File: config.mk
export PLATFORM = sky130hd
export DESIGN_NAME = bus_change_logger_flat
export DESIGN_NICKNAME = d
export VERILOG_FILES = /design/src/rtl/bus_logger_pkg.sv /design/src/rtl/bus_change_logger_if.sv /design/src/rtl/bus_change_logger_fifo.sv /design/src/rtl/bus_change_logger.sv /design/src/flat_wrapper.sv
export SDC_FILE = /design/constraint.sdc
export NUM_CORES = 1
export LEC_CHECK = 0
export CAP_MARGIN = 0
export CORE_MARGIN = 2
export CORE_UTILIZATION = 35
export CTS_BUF_LIST = sky130_fd_sc_hd__clkbuf_2 sky130_fd_sc_hd__clkbuf_4 sky130_fd_sc_hd__clkbuf_8
export DETAILED_ROUTE_END_ITERATION = 16
export DONT_BUFFER_PORTS = 1
export PLACE_DENSITY = 0.51
export SLEW_MARGIN = 40
export SYNTH_ARGS = -nofsm -noshare
export SYNTH_HDL_FRONTEND = slang
export SYNTH_SLANG_ARGS = --single-unit
File: constraint.sdc
create_clock -name clk -period 5.9 [get_ports clk]
set_input_delay 0.59 -clock clk [delete_from_list [all_inputs] [get_ports clk]]
set_output_delay 0.59 -clock clk [all_outputs]
set_load 0.01 [all_outputs]
File: src/rtl/bus_logger_pkg.sv
`default_nettype none
// ============================================================================
//  Module      : bus_logger_pkg
//  Description : Shared defaults, log entry layout and FSM state encoding
//                for the bus change logger.
//  Revision    : 1.0 - initial release
// ============================================================================
package bus_logger_pkg;

    localparam int DEF_DATA_W = 16;
    localparam int DEF_TS_W   = 16;
    localparam int DEF_DEPTH  = 8;

    // One log record at the default widths: the new bus value and the cycle it changed.
    typedef struct packed {
        logic [DEF_DATA_W-1:0] data;
        logic [DEF_TS_W-1:0]   ts;
    } log_entry_t;

    // Capture FSM: PRIME takes one reference sample so enabling never logs a change.
    typedef enum logic [1:0] {
        DISABLED = 2'd0,
        PRIME    = 2'd1,
        RUN      = 2'd2
    } log_state_t;

endpackage : bus_logger_pkg
`default_nettype wire

File: src/rtl/bus_change_logger_if.sv
`default_nettype none
// ============================================================================
//  Module      : bus_change_logger_if
//  Description : Monitored bus input, control inputs and log stream outputs
//                of the bus change logger. master = logger, slave = user.
//  Revision    : 1.0 - initial release
// ============================================================================
interface bus_change_logger_if
    import bus_logger_pkg::*;
#(
    parameter int DATA_W = DEF_DATA_W,
    parameter int TS_W   = DEF_TS_W,
    parameter int DEPTH  = DEF_DEPTH
) ();

    logic                     en;
    logic [DATA_W-1:0]        bus_data;
    logic                     out_valid;
    logic                     out_ready;
    logic [DATA_W-1:0]        out_data;
    logic [TS_W-1:0]          out_ts;
    logic [$clog2(DEPTH):0]   count;
    logic                     overflow;
    logic                     clear_ovf;

    modport master (
        input  en,
        input  bus_data,
        input  out_ready,
        input  clear_ovf,
        output out_valid,
        output out_data,
        output out_ts,
        output count,
        output overflow
    );

    modport slave (
        output en,
        output bus_data,
        output out_ready,
        output clear_ovf,
        input  out_valid,
        input  out_data,
        input  out_ts,
        input  count,
        input  overflow
    );

endinterface : bus_change_logger_if
`default_nettype wire

File: src/rtl/bus_change_logger_fifo.sv
`default_nettype none
// ============================================================================
//  Module      : logger_fifo
//  Description : First-word-fall-through FIFO for log entries. Pointers carry
//                an extra wrap bit so full and empty come from a compare.
//                A push into a full FIFO is accepted only if a pop frees a
//                slot on the same edge; otherwise it is dropped and flagged.
//  Revision    : 1.0 - initial release
// ============================================================================
module logger_fifo #(
    parameter int WIDTH = 32,
    parameter int DEPTH = 8
) (
    input  logic                     clk,
    input  logic                     rst_n,
    input  logic                     push_i,
    input  logic [WIDTH-1:0]         wdata_i,
    input  logic                     pop_i,
    output logic [WIDTH-1:0]         rdata_o,
    output logic                     valid_o,
    output logic                     drop_o,
    output logic [$clog2(DEPTH):0]   count_o
);

    localparam int AW = $clog2(DEPTH);

    logic [AW:0]       wr_ptr_q;
    logic [AW:0]       rd_ptr_q;
    logic [WIDTH-1:0]  mem_q [DEPTH];

    logic              empty;
    logic              full;
    logic              do_pop;
    logic              do_push;

    assign empty   = (wr_ptr_q == rd_ptr_q);
    assign full    = (wr_ptr_q[AW] != rd_ptr_q[AW]) &&
                     (wr_ptr_q[AW-1:0] == rd_ptr_q[AW-1:0]);
    assign do_pop  = pop_i && !empty;
    // A simultaneous pop frees the slot the push needs.
    assign do_push = push_i && (!full || do_pop);

    assign valid_o = !empty;
    assign drop_o  = push_i && !do_push;
    assign count_o = wr_ptr_q - rd_ptr_q;
    // Head is masked while empty so stale storage never shows on the outputs.
    assign rdata_o = empty ? '0 : mem_q[rd_ptr_q[AW-1:0]];

    // Pointer advance on accepted push/pop; reset discards all queued entries.
    always_ff @(posedge clk or negedge rst_n) begin
        if (!rst_n) begin
            wr_ptr_q <= '0;
            rd_ptr_q <= '0;
        end else begin
            if (do_push) wr_ptr_q <= wr_ptr_q + 1'b1;
            if (do_pop)  rd_ptr_q <= rd_ptr_q + 1'b1;
        end
    end

    // Entry storage; contents are only visible through the masked head.
    always_ff @(posedge clk) begin
        if (do_push) mem_q[wr_ptr_q[AW-1:0]] <= wdata_i;
    end

endmodule : logger_fifo
`default_nettype wire

File: src/rtl/bus_change_logger.sv
`default_nettype none
// ============================================================================
//  Module      : bus_change_logger
//  Description : Watches a bus word and logs every value change together with
//                a free-running cycle timestamp into a FWFT FIFO. A sticky
//                overflow flag records any change lost to a full FIFO.
//  Revision    : 1.0 - initial release
// ============================================================================
module bus_change_logger
    import bus_logger_pkg::*;
#(
    parameter int DATA_W = DEF_DATA_W,
    parameter int TS_W   = DEF_TS_W,
    parameter int DEPTH  = DEF_DEPTH
) (
    input  logic                 clk,
    input  logic                 rst_n,
    bus_change_logger_if.master  bus
);

    localparam int CNT_W = $clog2(DEPTH) + 1;

    log_state_t              state_q;
    log_state_t              state_d;
    logic [TS_W-1:0]         ts_q;
    logic [DATA_W-1:0]       prev_q;
    logic [DATA_W-1:0]       prev_d;
    logic                    overflow_q;
    logic                    overflow_d;

    logic                    push;
    logic                    drop;
    logic                    fifo_valid;
    logic [DATA_W+TS_W-1:0]  fifo_rdata;
    logic [CNT_W-1:0]        fifo_count;

    // Free-running timestamp, wraps naturally and ignores the enable.
    always_ff @(posedge clk or negedge rst_n) begin
        if (!rst_n) ts_q <= '0;
        else        ts_q <= ts_q + 1'b1;
    end

    // FSM, reference sample and overflow flag registers.
    always_ff @(posedge clk or negedge rst_n) begin
        if (!rst_n) begin
            state_q    <= DISABLED;
            prev_q     <= '0;
            overflow_q <= 1'b0;
        end else begin
            state_q    <= state_d;
            prev_q     <= prev_d;
            overflow_q <= overflow_d;
        end
    end

    // Next state, reference reload and change detection.
    always_comb begin
        state_d = state_q;
        prev_d  = prev_q;
        push    = 1'b0;
        case (state_q)
            DISABLED: begin
                if (bus.en) state_d = PRIME;
            end
            PRIME: begin
                prev_d  = bus.bus_data;
                state_d = bus.en ? RUN : DISABLED;
            end
            RUN: begin
                prev_d = bus.bus_data;
                if (!bus.en) state_d = DISABLED;
                else         push    = (bus.bus_data != prev_q);
            end
            default: state_d = DISABLED;
        endcase
    end

    // Sticky overflow: a drop on the same edge as a clear keeps it set.
    always_comb begin
        overflow_d = (overflow_q && !bus.clear_ovf) || drop;
    end

    logger_fifo #(
        .WIDTH (DATA_W + TS_W),
        .DEPTH (DEPTH)
    ) u_fifo (
        .clk     (clk),
        .rst_n   (rst_n),
        .push_i  (push),
        .wdata_i ({bus.bus_data, ts_q}),
        .pop_i   (bus.out_ready),
        .rdata_o (fifo_rdata),
        .valid_o (fifo_valid),
        .drop_o  (drop),
        .count_o (fifo_count)
    );

    assign bus.out_valid = fifo_valid;
    assign bus.out_data  = fifo_rdata[DATA_W+TS_W-1:TS_W];
    assign bus.out_ts    = fifo_rdata[TS_W-1:0];
    assign bus.count     = fifo_count;
    assign bus.overflow  = overflow_q;

endmodule : bus_change_logger
`default_nettype wire
File: src/flat_wrapper.sv
// flat-port wrapper written by rule: the top's interface ports become plain ports
module bus_change_logger_flat import bus_logger_pkg::*;
#(
    parameter int DATA_W = DEF_DATA_W,
    parameter int TS_W   = DEF_TS_W,
    parameter int DEPTH  = DEF_DEPTH
)
  (clk, rst_n, bus_en, bus_bus_data, bus_out_ready, bus_clear_ovf, bus_out_valid, bus_out_data, bus_out_ts, bus_count, bus_overflow);
  bus_change_logger_if #(.DATA_W(DATA_W), .TS_W(TS_W), .DEPTH(DEPTH)) bus_i ();
  input  logic clk;
  input  logic rst_n;
  input wire logic [$bits(bus_i.en)-1:0] bus_en;
  input wire logic [$bits(bus_i.bus_data)-1:0] bus_bus_data;
  input wire logic [$bits(bus_i.out_ready)-1:0] bus_out_ready;
  input wire logic [$bits(bus_i.clear_ovf)-1:0] bus_clear_ovf;
  output wire logic [$bits(bus_i.out_valid)-1:0] bus_out_valid;
  output wire logic [$bits(bus_i.out_data)-1:0] bus_out_data;
  output wire logic [$bits(bus_i.out_ts)-1:0] bus_out_ts;
  output wire logic [$bits(bus_i.count)-1:0] bus_count;
  output wire logic [$bits(bus_i.overflow)-1:0] bus_overflow;
  assign bus_i.en = bus_en;
  assign bus_i.bus_data = bus_bus_data;
  assign bus_i.out_ready = bus_out_ready;
  assign bus_i.clear_ovf = bus_clear_ovf;
  assign bus_out_valid = bus_i.out_valid;
  assign bus_out_data = bus_i.out_data;
  assign bus_out_ts = bus_i.out_ts;
  assign bus_count = bus_i.count;
  assign bus_overflow = bus_i.overflow;
  bus_change_logger #(.DATA_W(DATA_W), .TS_W(TS_W), .DEPTH(DEPTH)) u_core (.clk(clk), .rst_n(rst_n), .bus(bus_i));
endmodule
; Word level (Yosys, flattened, before mapping)
; Memories as Yosys holds them, arrays and structs flattened.
; Index checks and enable logic that the tools add are counted.
[classes]
add_sub_neg = 4
n_eq_ne = 8
muxes = 9
reduce_logical = 14
[op_table]
columns = operator, count
row1 = $mux 32, 1
row2 = $add 16x1->16 const B, 1
row3 = $ne 16x16->1, 1
row4 = $add 4x1->4 const B, 2
row5 = $mux 2, 3
row6 = $pmux 2 s3, 1
row7 = $logic_and 1x1->1, 5
row8 = $eq 4x4->1, 1
row9 = $logic_not 1->1, 4
row10 = $mux 1, 4
row11 = $ne 2x2->1 const B, 2
row12 = $sub 4x4->4, 1
row13 = $eq 3x3->1, 1
row14 = $eq 2x1->1 const B, 1
row15 = $eq 2x2->1 const B, 1
row16 = $logic_not 2->1, 1
row17 = $logic_or 1x1->1, 2
row18 = $reduce_and 2->1, 1
row19 = $reduce_or 2->1, 1
row20 = $ne 1x1->1, 1
[totals]
ff_bits = 43
mem_bits_rw = 256
inputBits = 21
output_inout_bits = 38
memories = 1
[mem_list]
columns = name, words, word_bits, rd, rd_ports_with_merged_regs, write_ports, line_no
row1 = u_core.u_fifo.mem_q, 8, 32, 1, 0, 1, bus_change_logger_fifo.sv:29  ; logic [WIDTH-1:0] mem_q [DEPTH];

; Depth between registers and ports, before layout
; Gate-level depths: netlist (run 1).
[logic_depth]
ltp_word = 8
ltp_mapped = 10
ltp_nobuf = 7

; Cells and area by module
; Synthesis (run 1) repeated with hierarchy kept, for this count alone.
[unflattened]
cells_unflattened = 700
hier_area_um2 = 12213.0
[by_module_without_submodules]
columns = mod, instances, cells_per_inst, area_each_um2, seq_area_each_um2
row1 = logger_fifo, 1, 573, 10603.9, 7887.6
row2 = bus_change_logger, 1, 127, 1609.0, 875.8

; Worst setup path after synthesis (run 1)
; OpenSTA, ideal clock, no wires.
[synth_path]
path_kind = register to register
from = register u_core.u_fifo.rd_ptr_q[2]
to = memory u_core.u_fifo.mem_q[2][0] (enable)
setup_ns = 0.501
arrival_ns = 4.731
path_slack_ns = 0.668
path_stages_with_launch = 9
n_path_buf = 2
period_less_slack_ns = 5.232
cell_sequence = dfrtp_1 > clkbuf_1 > inv_1 > buf_1 > ha_1 > nand3_1 > or3_1 > nand2b_1 > nor4_1
[synth_between]
elab_chain_cells = 7
word_cells_on_any_way = 10
cone_classes = eq/ne: 2 / mux: 2 / reduce/logical: 6
[synth_rtl]
columns = element, line_no
row1 = "start, declared", bus_change_logger_fifo.sv:28  ; logic [AW:0] rd_ptr_q;
row2 = "start signal, assigned", bus_change_logger_fifo.sv:56  ; if (do_pop) rd_ptr_q <= rd_ptr_q + 1'b1;
row3 = $eq 4x4->1 or $eq 3x3->1 (tied branches), "bus_change_logger_fifo.sv:36, bus_change_logger_fifo.sv:38"
row4 = $logic_not 1->1 or $logic_and 1x1->1 (tied branches), "bus_change_logger_fifo.sv:39, bus_change_logger_fifo.sv:37"
row5 = $logic_and 1x1->1 or $logic_not 1->1 (tied branches), "bus_change_logger_fifo.sv:39, bus_change_logger_fifo.sv:41"
row6 = $logic_or 1x1->1 *, bus_change_logger_fifo.sv:41  ; assign do_push = push_i && (!full || do_pop);
row7 = $logic_and 1x1->1 *, bus_change_logger_fifo.sv:41
row8 = $mux 1 *, bus_change_logger_fifo.sv:62  ; if (do_push) mem_q[wr_ptr_q[AW-1:0]] <= wdata_i;
row9 = $mux 1 (not written as such) *, bus_change_logger_fifo.sv:62
row10 = "end, declared", bus_change_logger_fifo.sv:29
; Mark *: on every way between the ends. The rest lies on a longest branch, timed or not.

; Worst setup path in the final report (run 1)
[layout_path]
from = register u_core.u_fifo.rd_ptr_q[0]
to = output port bus_out_data[4]
[layout_between]
elab_chain_cells = 2
word_cells_on_any_way = 3
cone_classes = eq/ne: 1 / mux: 1 / memory: 1
[layout_rtl]
columns = element, line_no
row1 = $mem_v2 8x32 or $eq 4x4->1 (tied branches), n/a
row2 = $mux 32 *, bus_change_logger_fifo.sv:47  ; assign rdata_o = empty ? '0 : mem_q[rd_ptr_q[AW-1:0]];
row3 = "end, declared", flat_wrapper.sv:17  ; output wire logic [$bits(bus_i.out_data)-1:0] bus_out_data;
; Marks and branches as above.

==> results.yml, run 1 <==
outcome:
  status: "finished, final reports clean"
global_routing:
  grt_antenna_before_repair: 0
  grt_pass1_wl_um: 38000
  grt_pass1_vias: 6197
  grt_max_degree: 69
  groute.usage.overall_pct: 14.3
  grt_overflow: 0
clock_tree:
  cts.path.max_buffers: 3
  cts.clk_slew.worst_paths_ns: 0.06
  cts_made_buffers: 47
  clock_latency_ns: 0.55
  htree_levels: 2
  post_cts_buffers: 0
  clockRootBuffer: "clkbuf_8"
  ctsResizeCount: 0
  clkSinkCount: 299
  cts_tree: "built"
  cts_hold_buf: 2
routing:
  drt_wl_total_um: 24700
  drtAntennaViolNets: 0
  drtIter0Drc: 293
  via_per_inst: 4.95
  wire_per_inst_um: 21.4
  drc_errors: 0
  dr.pass1.iters: 4
  vias: 5717
synthesis:
  synth-simple-area-share_pct: 4.60
  synth_flop_cell: "edfxtp_1"
  synth_compound_area_share_pct: 1.69
  yosys.area_share.adder_pct: 1.12
  synthXorXnorAreaFrac_pct: 2.89
  synth.avg_cell_area_um2: 18.8
  synth_nets: 660
  synthArstFlopShare_pct: 14.4
  synth-edff-count: 256
  synthCells: 629
  synth_top_family_by_area: "multiplexers"
  synth.distinct_cells: 36
  ys_ff_latch: 299
  synth_area_um2: 11800
  synth_mux_area_share_pct: 13.9
  ys.warnings.count: 0
  seq_area_frac_synth_pct: 74.1
final_layout:
  syn2layout_area_growth_pct: 13.7
  postLayoutCoreUtil_pct: 40.3
  nNetsFinal: 701
  drive_gt1_share_pct: 27.0
  n_antenna_cell: 0
  finalNonFillerCells: 1156
sta:
  skew_ns: 0.0228
  setup_tns_ns: 0
  worstMarginPinSlew_ns: 0.737
  relSlewSlack_pct: 50.9
  post-route-period-util_pct: 57.5
  setup_viol: 0
  slew_viol_final: 0
  hold_violations: 0
  rsz0062_at_grt: "false"
  period_minus_slack_ns: 3.39
  max_freq_ghz: 0.295
flow_run:
  maxCapViolCount: 0
floorplanning:
  start_util_pct: 35.4
  die_x_um: 188
  ios: 59
  num_rows: 67
  dieArea_um2: 35300
  coreArea_um2: 33400
  die_h_um: 188
worst_setup_path:
  critPathLaunchType: "flop"
  arrival_ns: 2.80
  reg2reg_slack_ns: 2.94
  critPathKind: "reg2out"
  crit_path_end_kind: "output port"
  crit_fanout: 42
  required_ns: 5.31
placement:
  placed_cells: 1067
  portBuffers: 0
  gp_congestion: 0.748
  hpwl_um: 13500
power:
  p_leak_nw: 4.47
  peakVddDrop_mv: 0.195
  fin_total_pwr_mw: 6.05
  power_density_nw_per_um2: 451
hold_path:
  hp-class: "in2reg"
cell usage after synthesis (2+ instances only):
master	n	share of area [%]
edfxtp_1	256	65
nand2_1	74	2.3
mux4_2	64	12
dfrtp_1	43	9.1
a21oi_1	33	1.4
xnor2_1	32	2.4
mux2_2	16	1.5
inv_1	14	0.44
nand3_1	12	0.51
clkbuf_1	10	0.32
buf_2	9	0.38
ha_1	9	0.95
nand4_1	7	0.37
nor2_1	7	0.22
xor2_1	7	0.52
nor4_1	6	0.32
buf_4	5	0.32
buf_1	4	0.13
and3_1	2	0.11
nor3_1	2	0.085
o21ai_0	2	0.085
where the power goes:
group          switching, mW  leakage, nW  internal [mW]  total, mW
clock                  0.774        0.514          0.962       1.74
sequential             0.142         2.82           2.44       2.58
combinational           1.01         1.14          0.720       1.73
total                   1.93         4.47           4.12       6.05
state kept, by name (all words and copies together), names as in the netlist:
name                    flops
u_core.bus.overflow         1
u_core.u_fifo.wr_ptr_q      4
u_core.ts_q                16
u_core.state_q              2
u_core.u_fifo.rd_ptr_q      4
u_core.prev_q              16
u_core.u_fifo.mem_q       256
cell usage in the layout, fill, tap and decap left out, types with 2 or more instances in the layout:
cell type and count:
nand4_1 7, a21oi_1 33, xor2_1 7, clkinv_2 9
inv_1 14, o21ai_0 2, nor2_1 7, buf_6 3
clkbuf_8 53, nor4_2 6, ha_1 9, mux4_2 64
clkbuf_4 15, edfxtp_1 256, buf_4 15, nand2_1 74
xnor2_1 32, clkinv_1 9, and3_1 2, nand3_1 12
mux2_2 16, dfrtp_1 41
through the flow:
step	setup slack, ns	hold WS, ns	area (um2)
CTS	2.34	0.0957	13400
finish	2.51	0.133	13400
floorplan	0.668	0.294	11800
global route	2.21	0.0982	13400
detailed placement	2.88	0.296	12400
global placement	2.68	0.296	12400
logic make-up after synthesis:
group | after synthesis
AO/OA/AOI/OAI | 38
XOR/XNOR | 39
adder cells (fa/ha/maj) | 10
buffers and inverters | 43
flip-flops | 299
multiplexers | 82
AND/OR/NAND/NOR | 118
cell type report:
type                            count  area (um2)
Inverter                           15        56.3
Fill cell                        3046       19900
Timing Repair Buffer               20         184
Tap cell                          448         561
Multi-Input combinational cell    287        2920
Clock buffer                       68         842
Sequential cell                   299        8770
Clock inverter                     19         109
routing by layer:
layer | vias to the layer above | wire, um | global-route usage [%]
met1 | 2970 | 10400 | 18.6
met3 | 46 | 1650 | 3.76
met2 | 155 | 12200 | 23.8
met4 | 0 | 438 | 4.00
li1 | 2546 | - | -
met5 | - | 0 | 0
path summary, 6_finish.rpt:
path                       cells after the start                         end                      start
max in group asynchronous                      2   u_core.u_fifo.rd_ptr_q[0]                      rst_n
max reg2reg                                    8  u_core.u_fifo.mem_q[2][21]  u_core.u_fifo.rd_ptr_q[2]
min reg2reg                                    1   u_core.u_fifo.wr_ptr_q[3]  u_core.u_fifo.wr_ptr_q[3]
min                                            0  u_core.u_fifo.mem_q[7][26]           bus_bus_data[10]
min in group asynchronous                      2            u_core.prev_q[2]                      rst_n
max                                            4             bus_out_data[4]  u_core.u_fifo.rd_ptr_q[0]
critical path, cell delays in order, from the launching register on:
cell and delay (ns):
dfrtp_4 0.79, buf_6 0.59, mux4_2 0.35, nand2_1 0.05, a21oi_1 0.45
Note: power is estimated with default switching activity, not from simulation.
==> run 2: changes to the inputs <==
PLACE_DENSITY = 0.53   (was 0.51)
clock period = 3 ns   (was 5.9 ns; I/O delays follow)
==> results.yml, run 2 (synthesized netlist as in run 1, its figures left out) <==
routing:
  drt_wl_total_um: 25400
  dr.pass1.iters: 4
  vias: 5962
  drc_errors: 0
  via_per_inst: 4.88
  drtAntennaViolNets: 0
  wire_per_inst_um: 20.8
  drtIter0Drc: 332
floorplanning:
  dieArea_um2: 35300
  coreArea_um2: 33400
  ios: 59
  start_util_pct: 35.4
  num_rows: 67
  die_x_um: 188
  die_h_um: 188
power:
  p_leak_nw: 4.77
  power_density_nw_per_um2: 899
  fin_total_pwr_mw: 12.6
  peakVddDrop_mv: 0.514
sta:
  setup_tns_ns: 0
  skew_ns: 0.0166
  post-route-period-util_pct: 92.7
  setup_viol: 0
  hold_violations: 0
  worstMarginPinSlew_ns: 0.759
  max_freq_ghz: 0.360
  holdWs_ns: 0.0520
  relSlewSlack_pct: 49.4
  slew_viol_final: 0
  period_minus_slack_ns: 2.78
  rsz0062_at_grt: "false"
  timing.final.ws_setup_ns: 0.219
final_layout:
  mostFrequentLayoutCells: "256 x edfxtp_1, 74 x nand2_1, 64 x mux4_2, 61 x buf_4, 50 x clkbuf_8"
  postLayoutCoreUtil_pct: 42.0
  largest_reg_flops: 256
  mostFrequentLayoutCell: "edfxtp_1"
  nNetsFinal: 767
  final_area_um2: 14000
  drive_gt1_share_pct: 30.7
  syn2layout_area_growth_pct: 18.5
  n_antenna_cell: 0
  finalNonFillerCells: 1221
placement:
  hpwl_um: 13700
  dp_slack_ns: 0.307
  gp_congestion: 0.715
  portBuffers: 0
  placed_cells: 1112
  dpl_cell_area_um2: 12900
hold_path:
  min-delay-start: "bus_en"
  min_path_cells: 2
  min_to: "u_core.state_q[1]"
  hp-class: "in2reg"
clock_tree:
  post_cts_buffers: 0
  cts.path.max_buffers: 3
  clkSinkCount: 299
  htree_levels: 2
  clockRootBuffer: "clkbuf_8"
  cts_made_buffers: 48
  cts.clk_slew.worst_paths_ns: 0.06
  clock_latency_ns: 0.55
  cts_tree: "built"
flow_run:
  maxCapViolCount: 0
worst_setup_path:
  required_ns: 2.70
  crit_family: "buffers and inverters"
  crit_chain: "buf_12 -> mux4_2 -> nand2_1 -> a21oi_1 -> buf_4"
  critPathLaunchType: "flop"
  timing.rr.end: "u_core.u_fifo.mem_q[4][5]"
  reg2reg_slack_ns: 0.33
  critPathSlowestCell: "mux4_2"
  r2r_start: "u_core.u_fifo.wr_ptr_q[0]"
  ff2ff_path_depth: 8
  crit_fanout: 67
  crit_path_end_kind: "output port"
  arrival_ns: 2.48
  max_stage_delay_ns: 0.57
  critPathBufInv: 2
  critPathKind: "reg2out"
global_routing:
  grt_max_degree: 69
  grt_pass1_wl_um: 39800
  grt_overflow: 0
  groute.usage.overall_pct: 14.8
  grt_antenna_before_repair: 0
  grt_pass1_vias: 6682
outcome:
  status: "finished, final reports clean"
-- run 2: worst max-delay path by stage --
stage,start,end,slack (ns),cells after the start
2_1_floorplan,u_core.u_fifo.rd_ptr_q[1],u_core.u_fifo.mem_q[2][0],0.004,8
3_3_place_gp,u_core.u_fifo.wr_ptr_q[0],u_core.u_fifo.mem_q[5][27],0.03,7
3_5_place_dp,u_core.u_fifo.wr_ptr_q[0],u_core.u_fifo.mem_q[4][2],0.31,8
4_1_cts,u_core.u_fifo.rd_ptr_q[0],bus_out_data[15],0.15,5
5_1_grt,u_core.u_fifo.rd_ptr_q[0],bus_out_data[15],0.06,5
6_report,u_core.u_fifo.rd_ptr_q[0],bus_out_data[15],0.22,5
-- run 2: layout make-up --
class	instances	area [um2]
Clock buffer	71	846
Clock inverter	16	66.3
Sequential cell	299	8770
Inverter	15	56.3
Timing Repair Buffer	85	727
Tap cell	448	561
Fill cell	3019	19400
Multi-Input combinational cell	287	2990
-- run 2: report_power, final --
group	leakage (nW)	total [mW]	internal [mW]	switching (mW)
Combinational	1.46	4.35	2.06	2.29
Sequential	2.82	4.96	4.81	0.150
Clock	0.493	3.30	1.80	1.50
Total	4.77	12.6	8.66	3.94
-- run 2: what timing repair did --
| item | in CTS | in global routing |
|---|---|---|
| resized for setup | 0 | 0 |
| hold endpoints to repair | 191 | 0 |
| hold buffers | 22 | 0 |
-- run 2: worst register-to-register path, stage by stage, from the launching register on --
cell and delay (ns):
dfrtp_1 0.39, inv_1 0.10, ha_1 0.33, nand3_1 0.10, or3_4 0.14, nand2b_4 0.08
buf_4 0.17, nor4_4 0.41, buf_4 0.55
-- run 2: per-layer routing --
metal  routed length (um)  global-route usage [%]  vias to the layer above
li1                     -                       -                     2679
met1                10600                    18.5                     3100
met2                12800                    25.6                      137
met3                 1290                    3.07                       46
met4                  605                    5.00                        0
met5                    0                       0                        -
